<file path="src/rtl/calc_result_bcd.sv">
`default_nettype none
// ============================================================================
// Module  : calc_result_bcd
// Brief   : Signed calculator result -> sign + BCD digits, double dabble one bit
//           per clock. Option macro LEADING_ZERO_BLANK_EN blanks leading zeros (4'hF).
// Rev     : 1.0
// ============================================================================
module calc_result_bcd #(
  parameter int IN_W   = 9,
  parameter int DIGITS = 3
) (
  input  logic                clk,
  input  logic                rst_n,
  input  logic                in_valid,
  output logic                in_ready,
  input  logic [IN_W-1:0]     in_data,
  output logic                out_valid,
  input  logic                out_ready,
  output logic                out_neg,
  output logic [4*DIGITS-1:0] out_bcd
);

  localparam int              C_CNT_W = $clog2(IN_W + 1);
  localparam int              C_BCD_W = 4 * DIGITS;
  localparam logic [C_CNT_W-1:0] C_LAST = C_CNT_W'(IN_W - 1);

  typedef enum logic [1:0] {
    IDLE = 2'd0,
    CONV = 2'd1,
    DONE = 2'd2
  } state_t;

  state_t               r_state;
  state_t               w_state_next;
  logic                 r_neg;
  logic [IN_W-1:0]      r_mag;
  logic [C_BCD_W-1:0]   r_bcd;
  logic [C_CNT_W-1:0]   r_cnt;

  logic                 w_last;
  logic [IN_W-1:0]      w_mag_in;
  logic [C_BCD_W-1:0]   w_adj;
  logic [C_BCD_W-1:0]   w_bcd_shift;
  logic [C_BCD_W-1:0]   w_bcd_final;

  assign w_last   = (r_cnt == C_LAST);
  // Two's complement negate; the most negative input maps onto its own unsigned magnitude.
  assign w_mag_in = in_data[IN_W-1] ? ((~in_data) + IN_W'(1)) : in_data;

  always_ff @(posedge clk or negedge rst_n) begin
    if (!rst_n) r_state <= IDLE;
    else        r_state <= w_state_next;
  end

  always_comb begin
    w_state_next = r_state;
    in_ready     = 1'b0;
    out_valid    = 1'b0;
    case (r_state)
      IDLE: begin
        in_ready = 1'b1;
        if (in_valid) w_state_next = CONV;
      end
      CONV: begin
        if (w_last) w_state_next = DONE;
      end
      DONE: begin
        out_valid = 1'b1;
        if (out_ready) w_state_next = IDLE;
      end
      default: w_state_next = IDLE;
    endcase
  end

  always_comb begin
    w_adj = r_bcd;
    for (int d = 0; d < DIGITS; d++) begin
      if (r_bcd[4*d +: 4] >= 4'd5) w_adj[4*d +: 4] = r_bcd[4*d +: 4] + 4'd3;
    end
  end

  assign w_bcd_shift = {w_adj[C_BCD_W-2:0], r_mag[IN_W-1]};

`ifdef LEADING_ZERO_BLANK_EN
  logic w_lead;
  // Blank from the most significant digit down until the first non-zero; digit 0 always shown.
  always_comb begin
    w_bcd_final = w_bcd_shift;
    w_lead      = 1'b1;
    for (int d = DIGITS - 1; d > 0; d--) begin
      if (w_lead && (w_bcd_shift[4*d +: 4] == 4'd0)) w_bcd_final[4*d +: 4] = 4'hF;
      else                                            w_lead = 1'b0;
    end
  end
`else
  always_comb begin
    w_bcd_final = w_bcd_shift;
  end
`endif

  always_ff @(posedge clk or negedge rst_n) begin
    if (!rst_n) begin
      r_neg <= 1'b0;
      r_mag <= '0;
      r_bcd <= '0;
      r_cnt <= '0;
    end else begin
      case (r_state)
        IDLE: begin
          if (in_valid) begin
            r_neg <= in_data[IN_W-1];
            r_mag <= w_mag_in;
            r_bcd <= '0;
            r_cnt <= '0;
          end
        end
        CONV: begin
          r_mag <= {r_mag[IN_W-2:0], 1'b0};
          r_bcd <= w_last ? w_bcd_final : w_bcd_shift;
          r_cnt <= r_cnt + 1'b1;
        end
        default: ;
      endcase
    end
  end

  assign out_neg = r_neg;
  assign out_bcd = r_bcd;

endmodule
`default_nettype wire
</file>
<file path="config.mk">
export PLATFORM = sky130hd
export DESIGN_NAME = calc_result_bcd
export DESIGN_NICKNAME = d
export VERILOG_FILES = /design/src/rtl/calc_result_bcd.sv
export SDC_FILE = /design/constraint.sdc
export NUM_CORES = 1
export LEC_CHECK = 0
export ABC_AREA = 1
export ABC_CLOCK_PERIOD_IN_PS = 1300
export CAP_MARGIN = 10
export CORE_MARGIN = 2
export CORE_UTILIZATION = 52
export DETAILED_ROUTE_END_ITERATION = 6
export PLACE_DENSITY = 0.79
export SLEW_MARGIN = 10
export SYNTH_ARGS = -nofsm -noshare
export SYNTH_HDL_FRONTEND = slang
export SYNTH_SLANG_ARGS = --single-unit
</file>
<file path="constraint.sdc">
create_clock -name clk -period 1.3 [get_ports clk]
set_input_delay 0.195 -clock clk [delete_from_list [all_inputs] [get_ports clk]]
set_output_delay 0.195 -clock clk [all_outputs]
set_load 0.02 [all_outputs]
</file>
==> results of run 1 <==
[state kept, by name (all words and copies together), names as in the netlist]
signal   cells
r_state      2
r_mag        9
out_bcd     12
r_cnt        4
out_neg      1
[area by class of cell]
class,count,area [um2],share of cell area
clock buffer,4,36.3,0.0160
inverter,29,126,0.0556
multi-input combinational,143,867,0.382
sequential,28,706,0.311
tap,44,55.1,0.0242
timing repair buffer,56,482,0.212
[through the flow]
stage	cells	util
after floorplan	204	-
after global placement	295	0.701
after detailed placement	295	0.701
after CTS	302	0.719
after global routing	304	0.750
final	304	0.750
[path summary, 6_finish.rpt]
kind | startpoint | end | slack [ns] | cells after the start
max | r_state[1]$_DFFE_PN0P_ | r_mag[1]$_DFFE_PN0P_ | -0.02 | 7
min | rst_n | out_bcd[7]$_DFFE_PN0P_ | 0.22 | 2
max reg2reg | r_state[1]$_DFFE_PN0P_ | r_mag[1]$_DFFE_PN0P_ | -0.02 | 7
min reg2reg | out_neg$_DFFE_PN0P_ | out_neg$_DFFE_PN0P_ | 0.51 | 2
max in group asynchronous | rst_n | out_bcd[8]$_DFFE_PN0P_ | 0.91 | 2
min in group clk | out_ready | r_state[1]$_DFFE_PN0P_ | 0.42 | 2
[cell usage in the layout (no fill, tap or decap), drive strengths merged]
master          n
clkdlybuf4s15   5
xor2            4
nand2          57
dlygate4sd2     1
a22oi           2
a21oi           9
buf            32
nand3b          3
nand3          15
clkbuf         10
dfrtp          28
o221ai          1
inv            29
or2             1
o21ai          17
a21boi          2
o22ai           9
ha              9
clkdlybuf4s50  12
nor2           13
o211ai          1
[worst max-delay path: cells and delay by family (launching register included)]
family                 cells  cell delay, ns
AOI/OAI and AO/OA          1            0.15
and+or+nand+nor            2            0.15
buffers and inverters      4            0.52
DFF                        1            0.42
[routing by layer]
layer | up-vias | routed length, um | GRT usage
li1 | 776 | - | -
met1 | 732 | 1530 | 0.260
met2 | 26 | 1910 | 0.394
met3 | 5 | 92 | 0.0325
met4 | 0 | 41 | 0.0667
met5 | - | 0 | 0
[repair_timing]
action                                  in CTS  in global routing
endpoints found under the setup margin      20                 30
buffers inserted                             3                  2
pin swaps                                    0                  3
cloned                                       0                  0
resized for setup                           33                 49
hold endpoints to repair                     0                  0
[cell families (layout without fill, tap and decap cells)]
family | after synthesis | count (layout) | share of synthesized area
XOR/XNOR | 4 | 4 | 0.0213
AO/OA/AOI/OAI | 41 | 41 | 0.150
adder cells (fa/ha/maj) | 9 | 9 | 0.0686
flip-flops | 28 | 28 | 0.427
buffers and inverters | 33 | 89 | 0.0915
AND/OR/NAND/NOR | 89 | 89 | 0.242
[power breakdown]
| group | total, mW | internal [mW] | switching (mW) |
|---|---|---|---|
| Clock | 0.430 | 0.172 | 0.258 |
| Sequential | 1.61 | 1.29 | 0.316 |
| Combinational | 3.35 | 1.48 | 1.87 |
| Total | 5.39 | 2.95 | 2.45 |
==> metrics.txt, run 1 <==
# TYPE chip_impl_metric gauge
chip_impl_metric{name="postPlaceCellArea",unit="um2"} 2120
chip_impl_info{name="synthTopCellsByCount",value="sky130_fd_sc_hd__nand2_1 (54), sky130_fd_sc_hd__dfrtp_1 (28), sky130_fd_sc_hd__inv_1 (27)"} 1
chip_impl_metric{name="drt_pass1_iterations",unit=""} 4
chip_impl_metric{name="grt_start_max_net_pins",unit=""} 29
chip_impl_metric{name="finalClockSkew",unit="ns"} 0.00168
chip_impl_metric{name="dr.first_iter.drc_count",unit=""} 88
chip_impl_metric{name="final_layout_size_suffix_gt1_frac",unit=""} 0.269
chip_impl_metric{name="place.gp.congestion",unit=""} 0.802
chip_impl_metric{name="worstPathArrival",unit="ns"} 1.58
chip_impl_metric{name="final.setup.tns",unit="ns"} -0.0290
chip_impl_metric{name="max-vdd-ir-drop",unit="mV"} 1.22
chip_impl_metric{name="yosysWarnings",unit=""} 0
chip_impl_metric{name="netlist_instances",unit=""} 204
chip_impl_metric{name="cts_htree_levels",unit=""} 1
chip_impl_metric{name="global_route.overflow_total",unit=""} 0
chip_impl_metric{name="power-per-cell-area",unit="nW/um2"} 2370
chip_impl_metric{name="total_routing_usage_gr",unit=""} 0.217
chip_impl_metric{name="grt_pass1_wl",unit="um"} 5870
chip_impl_metric{name="longest_individual_stage_delay_on_the_worst_path",unit="ns"} 0.42
chip_impl_metric{name="fmaxAchievable",unit="MHz"} 760
chip_impl_metric{name="io_buffer_count",unit=""} 27
chip_impl_metric{name="cts.reportedPaths.clkPinSlew",unit="ns"} 0.15
chip_impl_info{name="synthMostInstantiatedCell",value="sky130_fd_sc_hd__nand2_1"} 1
chip_impl_metric{name="timing.final.max_slew_violations",unit=""} 0
chip_impl_metric{name="route.detailed.vias_per_inst",unit=""} 5.06
chip_impl_metric{name="synth.top_cell.area_share",unit=""} 0.427
chip_impl_info{name="crit_path_end_kind",value="register"} 1
chip_impl_metric{name="worstMarginPinSlew",unit="ns"} 0.261
chip_impl_metric{name="num_rows",unit=""} 20
chip_impl_metric{name="core_region_area",unit="um2"} 3030
chip_impl_metric{name="postSynthNetCount",unit=""} 226
chip_impl_metric{name="syn_avg_cell_area",unit="um2"} 8.05
chip_impl_metric{name="dpl_worst_slack",unit="ns"} -0.136
chip_impl_metric{name="ys_seq_elements",unit=""} 28
chip_impl_metric{name="cts-root-to-sink-buffers",unit=""} 2
chip_impl_info{name="status",value="finished, violations left"} 1
chip_impl_metric{name="required",unit="ns"} 1.56
chip_impl_metric{name="final_min_period_over_clock_period",unit=""} 1.01
chip_impl_metric{name="crit_fanout",unit=""} 8
chip_impl_metric{name="die_area",unit="um2"} 3620
chip_impl_metric{name="number_of_synthesized_flops_with_an_enable_pin",unit=""} 0
chip_impl_metric{name="max-slew-margin-rel",unit=""} 0.825
chip_impl_metric{name="ports",unit=""} 28
chip_impl_metric{name="endpoints_failing_hold",unit=""} 0
chip_impl_info{name="ctsRootBufferMaster",value="sky130_fd_sc_hd__clkbuf_4"} 1
chip_impl_metric{name="totalPowerFinal",unit="mW"} 5.39
chip_impl_metric{name="first_global_vias",unit=""} 1386
chip_impl_metric{name="flow.area_growth_from_synthesis",unit="%"} 38.4
chip_impl_metric{name="cts_inserted_buffers",unit=""} 3
chip_impl_info{name="yosysTopAreaCell",value="sky130_fd_sc_hd__dfrtp_1"} 1
chip_impl_info{name="cts_tree",value="done"} 1
chip_impl_info{name="worst-setup-path-type",value="register to register"} 1
chip_impl_metric{name="synthArstFlopShare",unit=""} 1.00
chip_impl_metric{name="fill_cell_count",unit=""} 227
chip_impl_metric{name="yosysSeqAreaShare",unit=""} 0.427
chip_impl_info{name="worst_path_most_repeated_cell",value="sky130_fd_sc_hd__buf_6"} 1
chip_impl_info{name="post_synth_main_area_contributors",value="sky130_fd_sc_hd__dfrtp_1 (43%), sky130_fd_sc_hd__nand2_1 (12%), sky130_fd_sc_hd__ha_1 (6.9%), sky130_fd_sc_hd__inv_1 (6.2%), sky130_fd_sc_hd__o21ai_0 (4.9%)"} 1
chip_impl_metric{name="start_util",unit=""} 0.542
chip_impl_metric{name="detail_route.drc_violations",unit=""} 0
chip_impl_metric{name="report.final.setup_viol",unit=""} 2
chip_impl_metric{name="ctsHoldBuffers",unit=""} 0
chip_impl_metric{name="design.final.nets",unit=""} 283
chip_impl_metric{name="fin_worst_hold_slack",unit="ns"} 0.215
chip_impl_info{name="cp_slowest_cell",value="sky130_fd_sc_hd__dfrtp_1"} 1
chip_impl_metric{name="n_antenna_cell",unit=""} 0
chip_impl_metric{name="yosysUniqueCellTypes",unit=""} 24
chip_impl_metric{name="fp.dieW",unit="um"} 60.2
chip_impl_info{name="synth-main-ff-cell",value="sky130_fd_sc_hd__dfrtp_1"} 1
chip_impl_info{name="setup.worst_path.start_class",value="register"} 1
chip_impl_info{name="crit_path_cell_trace",value="buf_6 -> nor2_4 -> buf_6 -> nand2_4 -> buf_8 -> buf_4 -> o221ai_1"} 1
chip_impl_metric{name="fp.dieH",unit="um"} 60.2
chip_impl_metric{name="max_cap_viol_count",unit=""} 0
chip_impl_info{name="violations",value="setup timing"} 1
chip_impl_info{name="rsz_0062_raised_after_global_routing",value="yes"} 1
chip_impl_metric{name="clock_sink_count",unit=""} 28
chip_impl_metric{name="initial_antenna_violation_count",unit=""} 0
chip_impl_metric{name="finalWorstPathRequiredPeriod",unit="ns"} 1.32
chip_impl_metric{name="antenna_violating_nets_post_route",unit=""} 0
chip_impl_metric{name="design_area",unit="um2"} 2270
chip_impl_metric{name="finalWirelength",unit="um"} 3570
chip_impl_metric{name="wire_per_inst",unit="um"} 11.7
chip_impl_metric{name="place_hpwl",unit="um"} 2500
chip_impl_metric{name="detailroute.via_count",unit=""} 1539
chip_impl_metric{name="clk-insertion-delay-late",unit="ns"} 0.33
chip_impl_metric{name="netlist_area",unit="um2"} 1640
chip_impl_info{name="timing.hold.worst.class",value="primary input to asynchronous set/reset pin"} 1
chip_impl_metric{name="p_leak",unit="nW"} 1.12
chip_impl_metric{name="timing.final.ws_setup",unit="ns"} -0.0159
(Power assumes the default switching activity.)
==> inputs of run 2 (changes only) <==
Settings changed: SKIP_LAST_GASP set to 1, SLEW_MARGIN 10 to not set.
==> metrics.txt, run 2 (synthesis gave the netlist of run 1 again) <==
# TYPE chip_impl_metric gauge
chip_impl_info{name="setup.worst_path.start_class",value="register"} 1
chip_impl_metric{name="report.final.setup_viol",unit=""} 3
chip_impl_metric{name="num_rows",unit=""} 20
chip_impl_metric{name="final_layout_size_suffix_gt1_frac",unit=""} 0.272
chip_impl_info{name="critical_path.top_delay_family",value="buffers and inverters"} 1
chip_impl_metric{name="postPlaceCellArea",unit="um2"} 2120
chip_impl_metric{name="max-vdd-ir-drop",unit="mV"} 1.17
chip_impl_metric{name="p_leak",unit="nW"} 1.13
chip_impl_metric{name="flow.area_growth_from_synthesis",unit="%"} 39.4
chip_impl_metric{name="route.detailed.vias_per_inst",unit=""} 5.04
chip_impl_metric{name="total_routing_usage_gr",unit=""} 0.216
chip_impl_metric{name="dr.first_iter.drc_count",unit=""} 80
chip_impl_metric{name="worstMarginPinSlew",unit="ns"} 0.255
chip_impl_info{name="status",value="finished, violations left"} 1
chip_impl_metric{name="ports",unit=""} 28
chip_impl_metric{name="design_area",unit="um2"} 2290
chip_impl_metric{name="clk-insertion-delay-late",unit="ns"} 0.33
chip_impl_info{name="regToRegStartpoint",value="r_state[1]$_DFFE_PN0P_"} 1
chip_impl_info{name="worst-setup-path-type",value="register to register"} 1
chip_impl_info{name="rsz_0062_raised_after_global_routing",value="yes"} 1
chip_impl_metric{name="place.gp.congestion",unit=""} 0.802
chip_impl_metric{name="crit_fanout",unit=""} 8
chip_impl_metric{name="final_min_period_over_clock_period",unit=""} 1.02
chip_impl_metric{name="die_area",unit="um2"} 3620
chip_impl_metric{name="core_region_area",unit="um2"} 3030
chip_impl_metric{name="pwr-share-clk",unit=""} 0.078
chip_impl_metric{name="longest_individual_stage_delay_on_the_worst_path",unit="ns"} 0.41
chip_impl_metric{name="n_antenna_cell",unit=""} 0
chip_impl_metric{name="fp.dieH",unit="um"} 60.2
chip_impl_metric{name="cts_inserted_buffers",unit=""} 3
chip_impl_metric{name="reg2regPathDepth",unit=""} 7
chip_impl_info{name="cp_slowest_cell",value="sky130_fd_sc_hd__dfrtp_1"} 1
chip_impl_info{name="layout_common_cells",value="sky130_fd_sc_hd__nand2_1 (52), sky130_fd_sc_hd__dfrtp_1 (25), sky130_fd_sc_hd__buf_4 (25)"} 1
chip_impl_metric{name="pwr-share-comb",unit=""} 0.628
chip_impl_metric{name="design.final.nets",unit=""} 284
chip_impl_info{name="timing.hold.worst.class",value="primary input to asynchronous set/reset pin"} 1
chip_impl_metric{name="fin_worst_hold_slack",unit="ns"} 0.226
chip_impl_metric{name="global_route.overflow_total",unit=""} 0
chip_impl_info{name="crit_path_cell_trace",value="buf_6 -> nor2_4 -> buf_6 -> nand2_4 -> buf_8 -> buf_4 -> o221ai_1"} 1
chip_impl_metric{name="detailroute.via_count",unit=""} 1536
chip_impl_metric{name="internal-power",unit="mW"} 3.00
chip_impl_info{name="critical_path.reg2reg.endpoint",value="r_mag[1]$_DFFE_PN0P_"} 1
chip_impl_info{name="violations",value="setup timing"} 1
chip_impl_metric{name="critPathBufInv",unit=""} 4
chip_impl_metric{name="ff2ff_setup_slack",unit="ns"} -0.03
chip_impl_metric{name="largest_reg_flops",unit=""} 12
chip_impl_metric{name="clock_sink_count",unit=""} 28
chip_impl_metric{name="power-per-cell-area",unit="nW/um2"} 2390
chip_impl_metric{name="timing.final.ws_setup",unit="ns"} -0.0310
chip_impl_metric{name="ctsHoldBuffers",unit=""} 0
chip_impl_metric{name="timing.final.max_slew_violations",unit=""} 0
chip_impl_metric{name="switching_power",unit="mW"} 2.48
chip_impl_metric{name="wire_per_inst",unit="um"} 11.8
chip_impl_metric{name="first_global_vias",unit=""} 1386
chip_impl_info{name="cts_tree",value="done"} 1
chip_impl_metric{name="antenna_violating_nets_post_route",unit=""} 0
chip_impl_metric{name="endpoints_failing_hold",unit=""} 0
chip_impl_metric{name="start_util",unit=""} 0.542
chip_impl_metric{name="required",unit="ns"} 1.56
chip_impl_info{name="most_common_cell_after_layout_fill_and_taps_aside",value="sky130_fd_sc_hd__nand2_1"} 1
chip_impl_metric{name="worstPathArrival",unit="ns"} 1.59
chip_impl_metric{name="max_cap_viol_count",unit=""} 0
chip_impl_metric{name="fp.dieW",unit="um"} 60.2
chip_impl_metric{name="fmaxAchievable",unit="MHz"} 751
chip_impl_metric{name="cts.reportedPaths.clkPinSlew",unit="ns"} 0.15
chip_impl_metric{name="grt_start_max_net_pins",unit=""} 29
chip_impl_info{name="worst_path_most_repeated_cell",value="sky130_fd_sc_hd__buf_6"} 1
chip_impl_info{name="ctsRootBufferMaster",value="sky130_fd_sc_hd__clkbuf_4"} 1
chip_impl_metric{name="drt_pass1_iterations",unit=""} 4
chip_impl_metric{name="grt_pass1_wl",unit="um"} 5840
chip_impl_metric{name="finalClockSkew",unit="ns"} 0.000646
chip_impl_metric{name="io_buffer_count",unit=""} 27
chip_impl_info{name="crit_path_end_kind",value="register"} 1
chip_impl_metric{name="power.share.switching",unit=""} 0.453
chip_impl_metric{name="max-slew-margin-rel",unit=""} 0.829
chip_impl_metric{name="detail_route.drc_violations",unit=""} 0
chip_impl_metric{name="cts_htree_levels",unit=""} 1
chip_impl_metric{name="initial_antenna_violation_count",unit=""} 0
chip_impl_metric{name="place_hpwl",unit="um"} 2500
chip_impl_metric{name="cts-root-to-sink-buffers",unit=""} 2
chip_impl_metric{name="finalWirelength",unit="um"} 3600
chip_impl_metric{name="finalWorstPathRequiredPeriod",unit="ns"} 1.33
chip_impl_metric{name="p_seq_frac",unit=""} 0.294
-- run 2: how the worst max path moves through the flow --
stage	slack [ns]	depth (start not counted)	to	start
floorplan	0.0002	7	r_mag[5]$_DFFE_PN0P_	r_state[0]$_DFFE_PN0P_
global placement	-0.11	9	r_mag[6]$_DFFE_PN0P_	in_data[0]
detailed placement	-0.14	9	r_mag[6]$_DFFE_PN0P_	in_data[0]
CTS	-0.18	2	out_valid	r_state[0]$_DFFE_PN0P_
global route	-0.08	2	out_valid	r_state[0]$_DFFE_PN0P_
finish	-0.03	7	r_mag[1]$_DFFE_PN0P_	r_state[1]$_DFFE_PN0P_
-- run 2: cell type report --
cell class	count	area (um2)
clock buffer	4	36.3
fill	233	739
inverter	29	129
multi-input combinational	143	871
sequential	28	704
tap	44	55.1
timing repair buffer	57	493
-- run 2: metal layers --
layer	wire [um]	track usage
met1	1560	0.257
met2	1930	0.394
met3	89	0.0325
met4	17	0.0667
met5	0	0
-- run 2: worst register-to-register path, cell delays in order, from the launching register on --
cell	delay, ns
sky130_fd_sc_hd__dfrtp_1	0.41
sky130_fd_sc_hd__buf_6	0.12
sky130_fd_sc_hd__nor2_4	0.11
sky130_fd_sc_hd__buf_6	0.11
sky130_fd_sc_hd__nand2_4	0.06
sky130_fd_sc_hd__buf_8	0.15
sky130_fd_sc_hd__buf_4	0.14
sky130_fd_sc_hd__o221ai_1	0.15
-- run 2: through the flow --
stage               total power [mW]  worst slack (ns)  cells  utilization  setup TNS [ns]
global placement                4.55            -0.111    295        0.701          -0.589
global route                    5.96           -0.0817    305        0.756          -0.850
floorplan                       3.53          0.000229    204            -               0
detailed placement              4.64            -0.136    295        0.701          -0.948
CTS                             5.02            -0.182    302        0.720          -0.230
finish                          5.47           -0.0310    305        0.756         -0.0509
-- run 2: power groups by stage --
stage	clock [mW]	combinational, mW	sequential, mW
2_1_floorplan	0	1.70	1.84
3_3_place_gp	0	2.95	1.60
3_5_place_dp	0	3.02	1.62
4_1_cts	0.443	3.00	1.58
5_1_grt	0.483	3.82	1.66
6_report	0.427	3.44	1.61
-- run 2: timing repair --
action | 4_1_cts | 5_1_grt
endpoints found under the setup margin | 20 | 30
gates resized for setup | 29 | 55
gates cloned | 0 | 0
setup buffers | 3 | 3
endpoints found under the hold margin | 0 | 0
pin swaps | 0 | 1
==> inputs of run 3 (changes only) <==
Settings changed: ABC_CLOCK_PERIOD_IN_PS 1300 to 1200, CORE_UTILIZATION 52 to 47, CTS_CLUSTER_DIAMETER set to 200, PLACE_DENSITY 0.79 to 0.75.
Clock period 1.3 ns to 1.2 ns, I/O delays scaled along.
==> metrics.txt, run 3 (synthesis gave the netlist of run 1 again) <==
# TYPE chip_impl_metric gauge
chip_impl_info{name="ctsRootBufferMaster",value="sky130_fd_sc_hd__clkbuf_4"} 1
chip_impl_metric{name="cts_inserted_buffers",unit=""} 3
chip_impl_metric{name="total_routing_usage_gr",unit=""} 0.211
chip_impl_metric{name="detailroute.via_count",unit=""} 1594
chip_impl_info{name="crit_path_end_kind",value="register"} 1
chip_impl_metric{name="max-vdd-ir-drop",unit="mV"} 1.24
chip_impl_metric{name="wire_per_inst",unit="um"} 12.9
chip_impl_metric{name="fp.dieH",unit="um"} 63.1
chip_impl_metric{name="ports",unit=""} 28
chip_impl_metric{name="timing.final.ws_setup",unit="ns"} -0.0634
chip_impl_metric{name="antenna_violating_nets_post_route",unit=""} 0
chip_impl_metric{name="fill_cell_count",unit=""} 237
chip_impl_metric{name="timing.final.max_slew_violations",unit=""} 0
chip_impl_metric{name="start_util",unit=""} 0.492
chip_impl_metric{name="finalWorstPathRequiredPeriod",unit="ns"} 1.26
chip_impl_metric{name="io_buffer_count",unit=""} 27
chip_impl_metric{name="final_min_period_over_clock_period",unit=""} 1.05
chip_impl_metric{name="dr.first_iter.drc_count",unit=""} 72
chip_impl_metric{name="finalClockSkew",unit="ns"} 0.00717
chip_impl_metric{name="initial_antenna_violation_count",unit=""} 0
chip_impl_metric{name="final_layout_size_suffix_gt1_frac",unit=""} 0.478
chip_impl_metric{name="route.detailed.vias_per_inst",unit=""} 4.98
chip_impl_metric{name="grt_pass1_wl",unit="um"} 6840
chip_impl_metric{name="largest_reg_flops",unit=""} 12
chip_impl_metric{name="cts_htree_levels",unit=""} 1
chip_impl_metric{name="design.final.nets",unit=""} 297
chip_impl_info{name="most_common_cell_after_layout_fill_and_taps_aside",value="sky130_fd_sc_hd__nand2_1"} 1
chip_impl_metric{name="finalWirelength",unit="um"} 4110
chip_impl_info{name="rsz_0062_raised_after_global_routing",value="yes"} 1
chip_impl_metric{name="num_rows",unit=""} 21
chip_impl_metric{name="first_global_vias",unit=""} 1607
chip_impl_metric{name="flow.area_growth_from_synthesis",unit="%"} 59.0
chip_impl_info{name="layout_common_cells",value="sky130_fd_sc_hd__nand2_1 (44), sky130_fd_sc_hd__buf_4 (30), sky130_fd_sc_hd__dfrtp_1 (21)"} 1
chip_impl_info{name="violations",value="setup timing"} 1
chip_impl_info{name="cp_slowest_cell",value="sky130_fd_sc_hd__dfrtp_1"} 1
chip_impl_metric{name="totalPowerFinal",unit="mW"} 7.44
chip_impl_metric{name="clock_sink_count",unit=""} 28
chip_impl_metric{name="place_hpwl",unit="um"} 2760
chip_impl_metric{name="worstMarginPinSlew",unit="ns"} 0.263
chip_impl_metric{name="endpoints_failing_hold",unit=""} 0
chip_impl_metric{name="n_antenna_cell",unit=""} 0
chip_impl_metric{name="grt_start_max_net_pins",unit=""} 29
chip_impl_metric{name="global_route.overflow_total",unit=""} 0
chip_impl_metric{name="critPathBufInv",unit=""} 4
chip_impl_metric{name="core_region_area",unit="um2"} 3340
chip_impl_info{name="timing.hold.worst.class",value="primary input to asynchronous set/reset pin"} 1
chip_impl_metric{name="place.gp.congestion",unit=""} 0.832
chip_impl_metric{name="required",unit="ns"} 1.43
chip_impl_metric{name="longest_individual_stage_delay_on_the_worst_path",unit="ns"} 0.44
chip_impl_metric{name="fmaxAchievable",unit="MHz"} 791
chip_impl_metric{name="cts-root-to-sink-buffers",unit=""} 2
chip_impl_metric{name="detail_route.drc_violations",unit=""} 0
chip_impl_info{name="status",value="finished, violations left"} 1
chip_impl_metric{name="clk-insertion-delay-late",unit="ns"} 0.33
chip_impl_metric{name="max-slew-margin-rel",unit=""} 0.824
chip_impl_metric{name="fp.dieW",unit="um"} 63.1
chip_impl_metric{name="worstPathArrival",unit="ns"} 1.49
chip_impl_metric{name="cts.reportedPaths.clkPinSlew",unit="ns"} 0.15
chip_impl_metric{name="drt_pass1_iterations",unit=""} 4
chip_impl_metric{name="ff2ff_setup_slack",unit="ns"} -0.06
chip_impl_metric{name="p_leak",unit="nW"} 1.24
chip_impl_metric{name="crit_fanout",unit=""} 9
chip_impl_info{name="critical_path.top_delay_family",value="flip-flops"} 1
chip_impl_info{name="cts_tree",value="done"} 1
chip_impl_info{name="worst-setup-path-type",value="register to register"} 1
chip_impl_metric{name="die_area",unit="um2"} 3980
chip_impl_info{name="setup.worst_path.start_class",value="register"} 1
chip_impl_metric{name="report.final.setup_viol",unit=""} 10
chip_impl_info{name="crit_path_cell_trace",value="inv_2 -> buf_6 -> nand2_8 -> nand2_8 -> inv_8 -> buf_6 -> nand2_1 -> nand2_1"} 1
chip_impl_metric{name="max_cap_viol_count",unit=""} 0
chip_impl_metric{name="dpl_worst_slack",unit="ns"} -0.237
chip_impl_metric{name="power-per-cell-area",unit="nW/um2"} 2850
==> run 3: changes by cell type in the layout (fill, tap and decap cells not counted), sizes merged <==
| cell | delta |
|---|---|
| clkdlybuf4s15 | -5 |
| inv | +1 |
| buf | +23 |
| clkbuf | -6 |
| bufinv | +1 |
| dlygate4sd2 | -1 |
==> run 3: worst paths after layout <==
path | from | to | cells after the start
worst max-delay path | r_state[1]$_DFFE_PN0P_ | out_bcd[6]$_DFFE_PN0P_ | 8
worst min-delay path | rst_n | out_bcd[4]$_DFFE_PN0P_ | 2
worst max register to register | r_state[1]$_DFFE_PN0P_ | out_bcd[6]$_DFFE_PN0P_ | 8
worst min register to register | out_neg$_DFFE_PN0P_ | out_neg$_DFFE_PN0P_ | 2
max in group asynchronous | rst_n | out_bcd[8]$_DFFE_PN0P_ | 2
min in group clk | out_ready | r_state[1]$_DFFE_PN0P_ | 2
==> run 3: repair_timing <==
| item | in CTS | in global routing |
|---|---|---|
| setup endpoints to repair | 31 | 35 |
| pin swaps | 8 | 26 |
| buffers inserted | 6 | 2 |
| gates resized for setup | 85 | 71 |
| hold buffers | 0 | 0 |
| cloned | 2 | 0 |
| endpoints found under the hold margin | 0 | 0 |
==> run 3: cell type report <==
class,instances,area [um2],area share
clock buffers,3,22.5,0.00863
clock inverters,1,30.0,0.0115
inverters,29,131,0.0503
multi-input cells,143,1050,0.404
flip-flops and latches,28,709,0.272
well taps,46,57.6,0.0221
repair buffers,69,596,0.228
repair inverters,1,8.76,0.00336
==> run 3: report_power, final <==
group | leakage (nW) | internal [mW] | switching, mW
Combinational | 0.876 | 2.35 | 2.70
Clock | 0.0279 | 0.338 | 0.278
Sequential | 0.339 | 1.41 | 0.373
==> run 3: metal layers <==
metal / share of wire / GRT usage / up-vias
met5: 0 / 0 / -
met4: 0.0066 / 0.0444 / 0
met3: 0.024 / 0.0232 / 4
met2: 0.54 / 0.400 / 27
met1: 0.43 / 0.254 / 756
li1: - / - / 807
==> run 3: stage by stage <==
stage	utilization	area [um2]	hold WS, ns	std cells	setup TNS (ns)
after floorplan	-	1660	-0.116	204	-0.272
after global placement	0.666	2220	0.468	306	-1.73
after detailed placement	0.666	2220	0.485	306	-2.24
after CTS	0.727	2420	0.191	318	-0.423
after global routing	0.782	2610	0.179	320	-1.38
final	0.782	2610	0.194	320	-0.382
